`config.mk`:
```
export PLATFORM = sky130hd
export DESIGN_NAME = ifu_fetch
export DESIGN_NICKNAME = d
export VERILOG_FILES = /design/src/rtl/ifu_fetch_pkg.sv /design/src/rtl/fetch_fifo.sv /design/src/rtl/ifu_fetch.sv
export SDC_FILE = /design/constraint.sdc
export NUM_CORES = 1
export LEC_CHECK = 0
export BUFFER_PORTS_ARGS = -buffer_cell sky130_fd_sc_hd__buf_2
export CORE_MARGIN = 5
export CORE_UTILIZATION = 50
export CTS_CLUSTER_SIZE = 12
export DETAILED_ROUTE_END_ITERATION = 10
export PLACE_DENSITY_LB_ADDON = 0.08
export SETUP_SLACK_MARGIN = 0.05
export SLEW_MARGIN = 30
export SYNTH_ARGS = -nofsm -noshare
export SYNTH_HDL_FRONTEND = slang
export SYNTH_SLANG_ARGS = --single-unit
```
`constraint.sdc`:
```
create_clock -name clk -period 4.6 [get_ports clk]
set_clock_uncertainty 0.15 [all_clocks]
set_input_delay 0.46 -clock clk [delete_from_list [all_inputs] [get_ports clk]]
set_output_delay 0.46 -clock clk [all_outputs]
set_load 0.01 [all_outputs]
```
`src/rtl/ifu_fetch_pkg.sv`:
```
// Shared definitions for the instruction fetch unit.
// Widths, reset PC default and FSM encodings.
package ifu_fetch_pkg;

    localparam int unsigned IFU_CPU_WIDTH = 32;
    localparam int unsigned IFU_FQ_DEPTH  = 2;
    localparam logic [31:0] IFU_RESET_PC  = 32'h0000_0000;
    localparam logic [31:0] INST_NOP      = 32'h0000_0013;

    typedef enum logic [1:0] {
        S_IDLE  = 2'd0,
        S_RUN   = 2'd1,
        S_DRAIN = 2'd2
    } ifu_state_e;

endpackage

```
`src/rtl/fetch_fifo.sv`:
```
// Small synchronous FIFO with flush and occupancy count.
// Push on a full FIFO is accepted only together with a pop.
module fetch_fifo
    import ifu_fetch_pkg::*;
#(
    parameter int unsigned W = 64,
    parameter int unsigned D = IFU_FQ_DEPTH
) (
    input  logic                   clk,
    input  logic                   rst,
    input  logic                   i_flush,
    input  logic                   i_push,
    input  logic [W-1:0]           i_wdata,
    input  logic                   i_pop,
    output logic [W-1:0]           o_rdata,
    output logic [$clog2(D):0]     o_count
);

    localparam int unsigned AW = $clog2(D);
    localparam int unsigned CW = AW + 1;

    logic [W-1:0]  r_mem [D];
    logic [AW-1:0] r_wptr;
    logic [AW-1:0] r_rptr;
    logic [CW-1:0] r_count;
    logic          w_full;
    logic          w_empty;
    logic          w_push;
    logic          w_pop;

    assign w_full  = (r_count == CW'(D));
    assign w_empty = (r_count == '0);
    assign w_pop   = i_pop && !i_flush && !w_empty;
    assign w_push  = i_push && !i_flush && (!w_full || w_pop);

    always_ff @(posedge clk or posedge rst) begin
        if (rst) begin
            r_wptr  <= '0;
            r_rptr  <= '0;
            r_count <= '0;
        end else if (i_flush) begin
            r_wptr  <= '0;
            r_rptr  <= '0;
            r_count <= '0;
        end else begin
            if (w_push) r_wptr <= r_wptr + 1'b1;
            if (w_pop)  r_rptr <= r_rptr + 1'b1;
            r_count <= r_count + CW'(w_push) - CW'(w_pop);
        end
    end

    always_ff @(posedge clk or posedge rst) begin
        if (rst) begin
            for (int i = 0; i < int'(D); i++) r_mem[i] <= '0;
        end else if (w_push) begin
            r_mem[r_wptr] <= i_wdata;
        end
    end

    assign o_rdata = r_mem[r_rptr];
    assign o_count = r_count;

endmodule

```
`src/rtl/ifu_fetch.sv`:
```
// Instruction fetch unit: PC, memory request credit, redirect drain,
// and the {pc,inst} queue feeding the decode stage.
module ifu_fetch
    import ifu_fetch_pkg::*;
#(
    parameter int unsigned          CPU_WIDTH = IFU_CPU_WIDTH,
    parameter logic [CPU_WIDTH-1:0] RESET_PC  = CPU_WIDTH'(IFU_RESET_PC),
    parameter int unsigned          FQ_DEPTH  = IFU_FQ_DEPTH
) (
    input  logic                 clk,
    input  logic                 rst,
    input  logic                 enable,
    output logic                 ifu2mem_req,
    output logic [CPU_WIDTH-1:0] ifu2mem_addr,
    input  logic                 mem2ifu_gnt,
    input  logic                 mem2ifu_rvalid,
    input  logic [CPU_WIDTH-1:0] mem2ifu_rdata,
    input  logic                 exu2ifu_redirect,
    input  logic [CPU_WIDTH-1:0] exu2ifu_target,
    input  logic                 idu2ifu_ready,
    output logic                 ifu2idu_en,
    output logic [CPU_WIDTH-1:0] ifu2idu_pc,
    output logic [CPU_WIDTH-1:0] ifu2idu_inst
);

    localparam int unsigned CW = $clog2(FQ_DEPTH) + 1;

    ifu_state_e             r_state;
    ifu_state_e             w_state_nxt;
    logic [CPU_WIDTH-1:0]   r_pc;
    logic [CW-1:0]          r_outst;
    logic [CW-1:0]          r_discard;
    logic [CW-1:0]          w_outst_nxt;
    logic [CW-1:0]          w_discard_nxt;
    logic [CW-1:0]          w_qcount;
    logic [CW:0]            w_credit;
    logic                   w_acc;
    logic                   w_push;
    logic                   w_pop;
    logic                   w_nempty;
    logic [CPU_WIDTH-1:0]   w_resp_pc;
    logic [2*CPU_WIDTH-1:0] w_qhead;

    assign w_credit     = {1'b0, r_outst} + {1'b0, w_qcount};
    assign ifu2mem_req  = (r_state == S_RUN) && enable && !exu2ifu_redirect
                          && (w_credit < (CW+1)'(FQ_DEPTH));
    assign ifu2mem_addr = r_pc;
    assign w_acc        = ifu2mem_req && mem2ifu_gnt;
    assign w_outst_nxt  = r_outst + CW'(w_acc) - CW'(mem2ifu_rvalid);

    // Responses are in order and pc advanced by 4 per grant,
    // so the oldest outstanding request sits r_outst words behind pc.
    assign w_resp_pc = r_pc - (CPU_WIDTH'(r_outst) << 2);
    assign w_push    = (r_state == S_RUN) && mem2ifu_rvalid
                       && !exu2ifu_redirect;
    assign w_nempty  = (w_qcount != '0);
    assign w_pop     = ifu2idu_en && idu2ifu_ready;

    fetch_fifo #(
        .W (2*CPU_WIDTH),
        .D (FQ_DEPTH)
    ) u_fq (
        .clk     (clk),
        .rst     (rst),
        .i_flush (exu2ifu_redirect),
        .i_push  (w_push),
        .i_wdata ({w_resp_pc, mem2ifu_rdata}),
        .i_pop   (w_pop),
        .o_rdata (w_qhead),
        .o_count (w_qcount)
    );

    assign ifu2idu_en   = w_nempty && !exu2ifu_redirect;
    assign ifu2idu_pc   = w_nempty ? w_qhead[2*CPU_WIDTH-1:CPU_WIDTH] : '0;
    assign ifu2idu_inst = w_nempty ? w_qhead[CPU_WIDTH-1:0] : '0;

    always_comb begin
        w_discard_nxt = r_discard;
        if (exu2ifu_redirect) begin
            w_discard_nxt = w_outst_nxt;
        end else if ((r_state == S_DRAIN) && mem2ifu_rvalid) begin
            w_discard_nxt = r_discard - 1'b1;
        end
    end

    always_comb begin
        w_state_nxt = r_state;
        unique case (r_state)
            S_IDLE: begin
                if (enable) w_state_nxt = S_RUN;
            end
            S_RUN: begin
                if (exu2ifu_redirect && (w_outst_nxt != '0))
                    w_state_nxt = S_DRAIN;
                else if (!enable && (r_outst == '0))
                    w_state_nxt = S_IDLE;
            end
            S_DRAIN: begin
                if (w_discard_nxt == '0) w_state_nxt = S_RUN;
            end
            default: w_state_nxt = S_IDLE;
        endcase
    end

    always_ff @(posedge clk or posedge rst) begin
        if (rst) begin
            r_state   <= S_IDLE;
            r_pc      <= RESET_PC;
            r_outst   <= '0;
            r_discard <= '0;
        end else begin
            r_state   <= w_state_nxt;
            r_outst   <= w_outst_nxt;
            r_discard <= w_discard_nxt;
            if (exu2ifu_redirect)
                r_pc <= {exu2ifu_target[CPU_WIDTH-1:2], 2'b00};
            else if (w_acc)
                r_pc <= r_pc + CPU_WIDTH'(4);
        end
    end

endmodule
```
==> impl_metrics.tcl <==
set metrics [dict create \
    status "completed" \
    yosysWarnings 0 \
    synth-compound-area-share_pct 8.98 \
    vias 6703 \
    synth_edf_count 0 \
    setup_viol 0 \
    num_antenna_cells 0 \
    static-leakage-power_uw 0.00463 \
    clockBufferDepth 2 \
    drive_gt1_share_pct 24.8 \
    crit_fanout 9 \
    synth.top_cell.area_share_pct 48.6 \
    area_delta_synth_final_pct 19.3 \
    grt_pass1_vias 6754 \
    overflow 0 \
    root_buffer "clkbuf_16" \
    antenna_found_initial 0 \
    ios 169 \
    worstSetupPathType "register to register" \
    clock_sinks 164 \
    first_iter_violations 288 \
    ant_nets 0 \
    place_area_um2 9370 \
    first_pass_iters 4 \
    cp.arrival_ps 3600 \
    slowest_stage "fa_1" \
    cts_tree "done" \
    finalWirelength_um 20600 \
    slowest_delay_ps 470 \
    path_delay_family "adder cells" \
    fmax_mhz 288 \
    ir_drop_v 0.000307 \
    grt_pass1_wl_um 35000 \
    ys_async_sr_fraction_pct 100 \
    numCtsBuffers 17 \
    hpwl_um 14100 \
    p_total_uw 5530 \
    path_clk_slew_ps 60 \
    ys.flop_type "dfrtp_1" \
    crit_chain "and2_1, fa_1, nand4bb_1, nor2_2, buf_4, inv_2, ha_1, inv_1, ha_1, xnor2_1, xnor2_1, o311ai_0, o22ai_1" \
    synthAdderAreaFrac_pct 1.51 \
    row_count 47 \
    synth_top_family_by_area "simple AND/OR/NAND/NOR gates" \
    layout_common_cells "nand2_1 (201), dfrtp_1 (163), buf_2 (162)" \
    vias_per_cell 5.30 \
    cp-start-kind "register" \
    die_h_um 140 \
    crit_path_end_kind "register" \
    stdcell_area_um2 10100 \
    worstMarginPinSlew_ps 965 \
    yosys.cell_types.count 56 \
    finish.utilization_pct 60.7 \
    finalHoldViolations 0 \
    grt_start_max_net_pins 137 \
    cp_data_required_time_ps 4720 \
    hold_path.class "primary input to register" \
    fp.dieArea_um2 19600 \
    seq_area_frac_synth_pct 48.6 \
    port_buffers 162 \
    rsz0062_at_grt "no" \
    post-route-period-util_pct 75.6 \
    netlist_area_um2 8440 \
    syn_avg_cell_area_um2 9.35 \
    h-tree-depth 4 \
    synth_xor_area_share_pct 3.84 \
    setup-tns-final_ps 0 \
    synth_top_cell_by_area "dfrtp_1" \
    die_x_um 140 \
    routabilityCongestion 0.815 \
    grt_util_all_layers_pct 21.6 \
    start_util_pct 50.9 \
    wire_per_inst_um 16.3 \
    final_max_slew_viol_count 0 \
    drc_errors 0 \
    cp.buffers_inverters 3 \
    synthMuxAreaShare_pct 11.9 \
    maxCapViolations 0 \
    yosys.area_share.simple_pct 20.9 \
    nets 1111 \
    cts_resized 0 \
    clock_latency_ps 420 \
    period_needed_ps 3480 \
    p_per_area_nw_per_um2 549 \
    coreArea_um2 16600 \
    synth_seq_cells 164 \
    syn_inst 903 \
    layout_commonest_cell "nand2_1" \
    synth_area_leaders "dfrtp_1 (49%), nand2_1 (9.0%), mux2i_1 (7.5%)" \
    timing.slew.headroom_pct 35.6 \
]
per-stage QoR:
step	worst slack [ps]	cells	hold WS [ps]
after floorplan	1380	906	295
after global placement	1160	1231	307
after detailed placement	1160	1231	312
after CTS	1120	1264	79.1
after global routing	891	1264	97.3
final	1120	1264	93.3
worst register-to-register path: stages, from the launching register on:
cell	delay, ps
dfrtp_1	430
and2_1	170
fa_1	470
nand4bb_1	310
nor2_2	160
buf_4	180
inv_2	110
ha_1	280
inv_1	40
ha_1	170
xnor2_1	130
xnor2_1	170
o311ai_0	400
o22ai_1	150
Yosys cell counts (5+ instances only):
library cell	number
clkbuf_1	50
o311ai_0	20
or3_1	5
nor2_1	89
buf_2	6
o21ai_0	63
o211ai_1	5
o21ai_1	12
nand2_1	202
xnor2_1	32
nand4_1	16
mux2_2	33
inv_1	18
ha_1	7
nand3_1	14
nor4_1	12
a21oi_1	9
xor2_1	5
nor3_1	13
mux2i_1	63
or4_1	5
dfrtp_1	164
path summary, 6_finish.rpt:
kind,slack (ps),cells after the start,startpoint,end
max,1120,13,u_fq.o_count[0],r_state[1]
max in group asynchronous,2590,4,rst,u_fq.r_rptr
min,90,3,exu2ifu_target[5],ifu2mem_addr[5]
min reg2reg,330,2,u_fq.r_mem[64],u_fq.r_mem[64]
max reg2reg,1120,13,u_fq.o_count[0],r_state[1]
min in group asynchronous,520,3,rst,u_fq.r_mem[12]
kinds of logic (layout without fill, tap and decap cells):
| logic type | count (synthesis) | count (layout) |
|---|---|---|
| XOR/XNOR | 37 | 37 |
| flip-flops | 164 | 164 |
| AND/OR/NAND/NOR | 387 | 387 |
| buffers and inverters | 85 | 223 |
| adder cells (fa/ha/maj) | 9 | 9 |
| other | 1 | 4 |
| AO/OA/AOI/OAI | 124 | 124 |
| multiplexers | 96 | 96 |
area by class of cell:
class                      instances  area, um^2
inverter                          19        75.1
timing repair buffer             172         901
clock buffer                      19         433
multi-input combinational        657        4030
fill                            1500        6510
tap                              220         275
sequential                       164        4110
clock inverter                    13         253
metal layers:
metal / share of wire (%) / track usage [%]
met5: 0 / 0
met2: 47 / 34.9
met4: 1.4 / 5.92
met1: 47 / 30.2
met3: 4.7 / 3.99
repair_timing:
item,4_1_cts,5_1_grt
endpoints found under the hold margin,28,0
buffers inserted,0,0
hold buffers,1,0
flip-flops by register name, summed over array words and instances, names as in the netlist:
register,flops
u_fq.r_rptr,1
ifu2mem_addr,30
u_fq.o_count,2
u_fq.r_mem,124
r_discard,2
u_fq.r_wptr,1
r_state,2
r_outst,2
report_power, final:
group / internal, uW / total, uW / switching, uW
Combinational: 695 / 1540 / 843
Clock: 1080 / 1660 / 580
Sequential: 1950 / 2340 / 387
No activity file was read; power rests on OpenSTA's default activity.
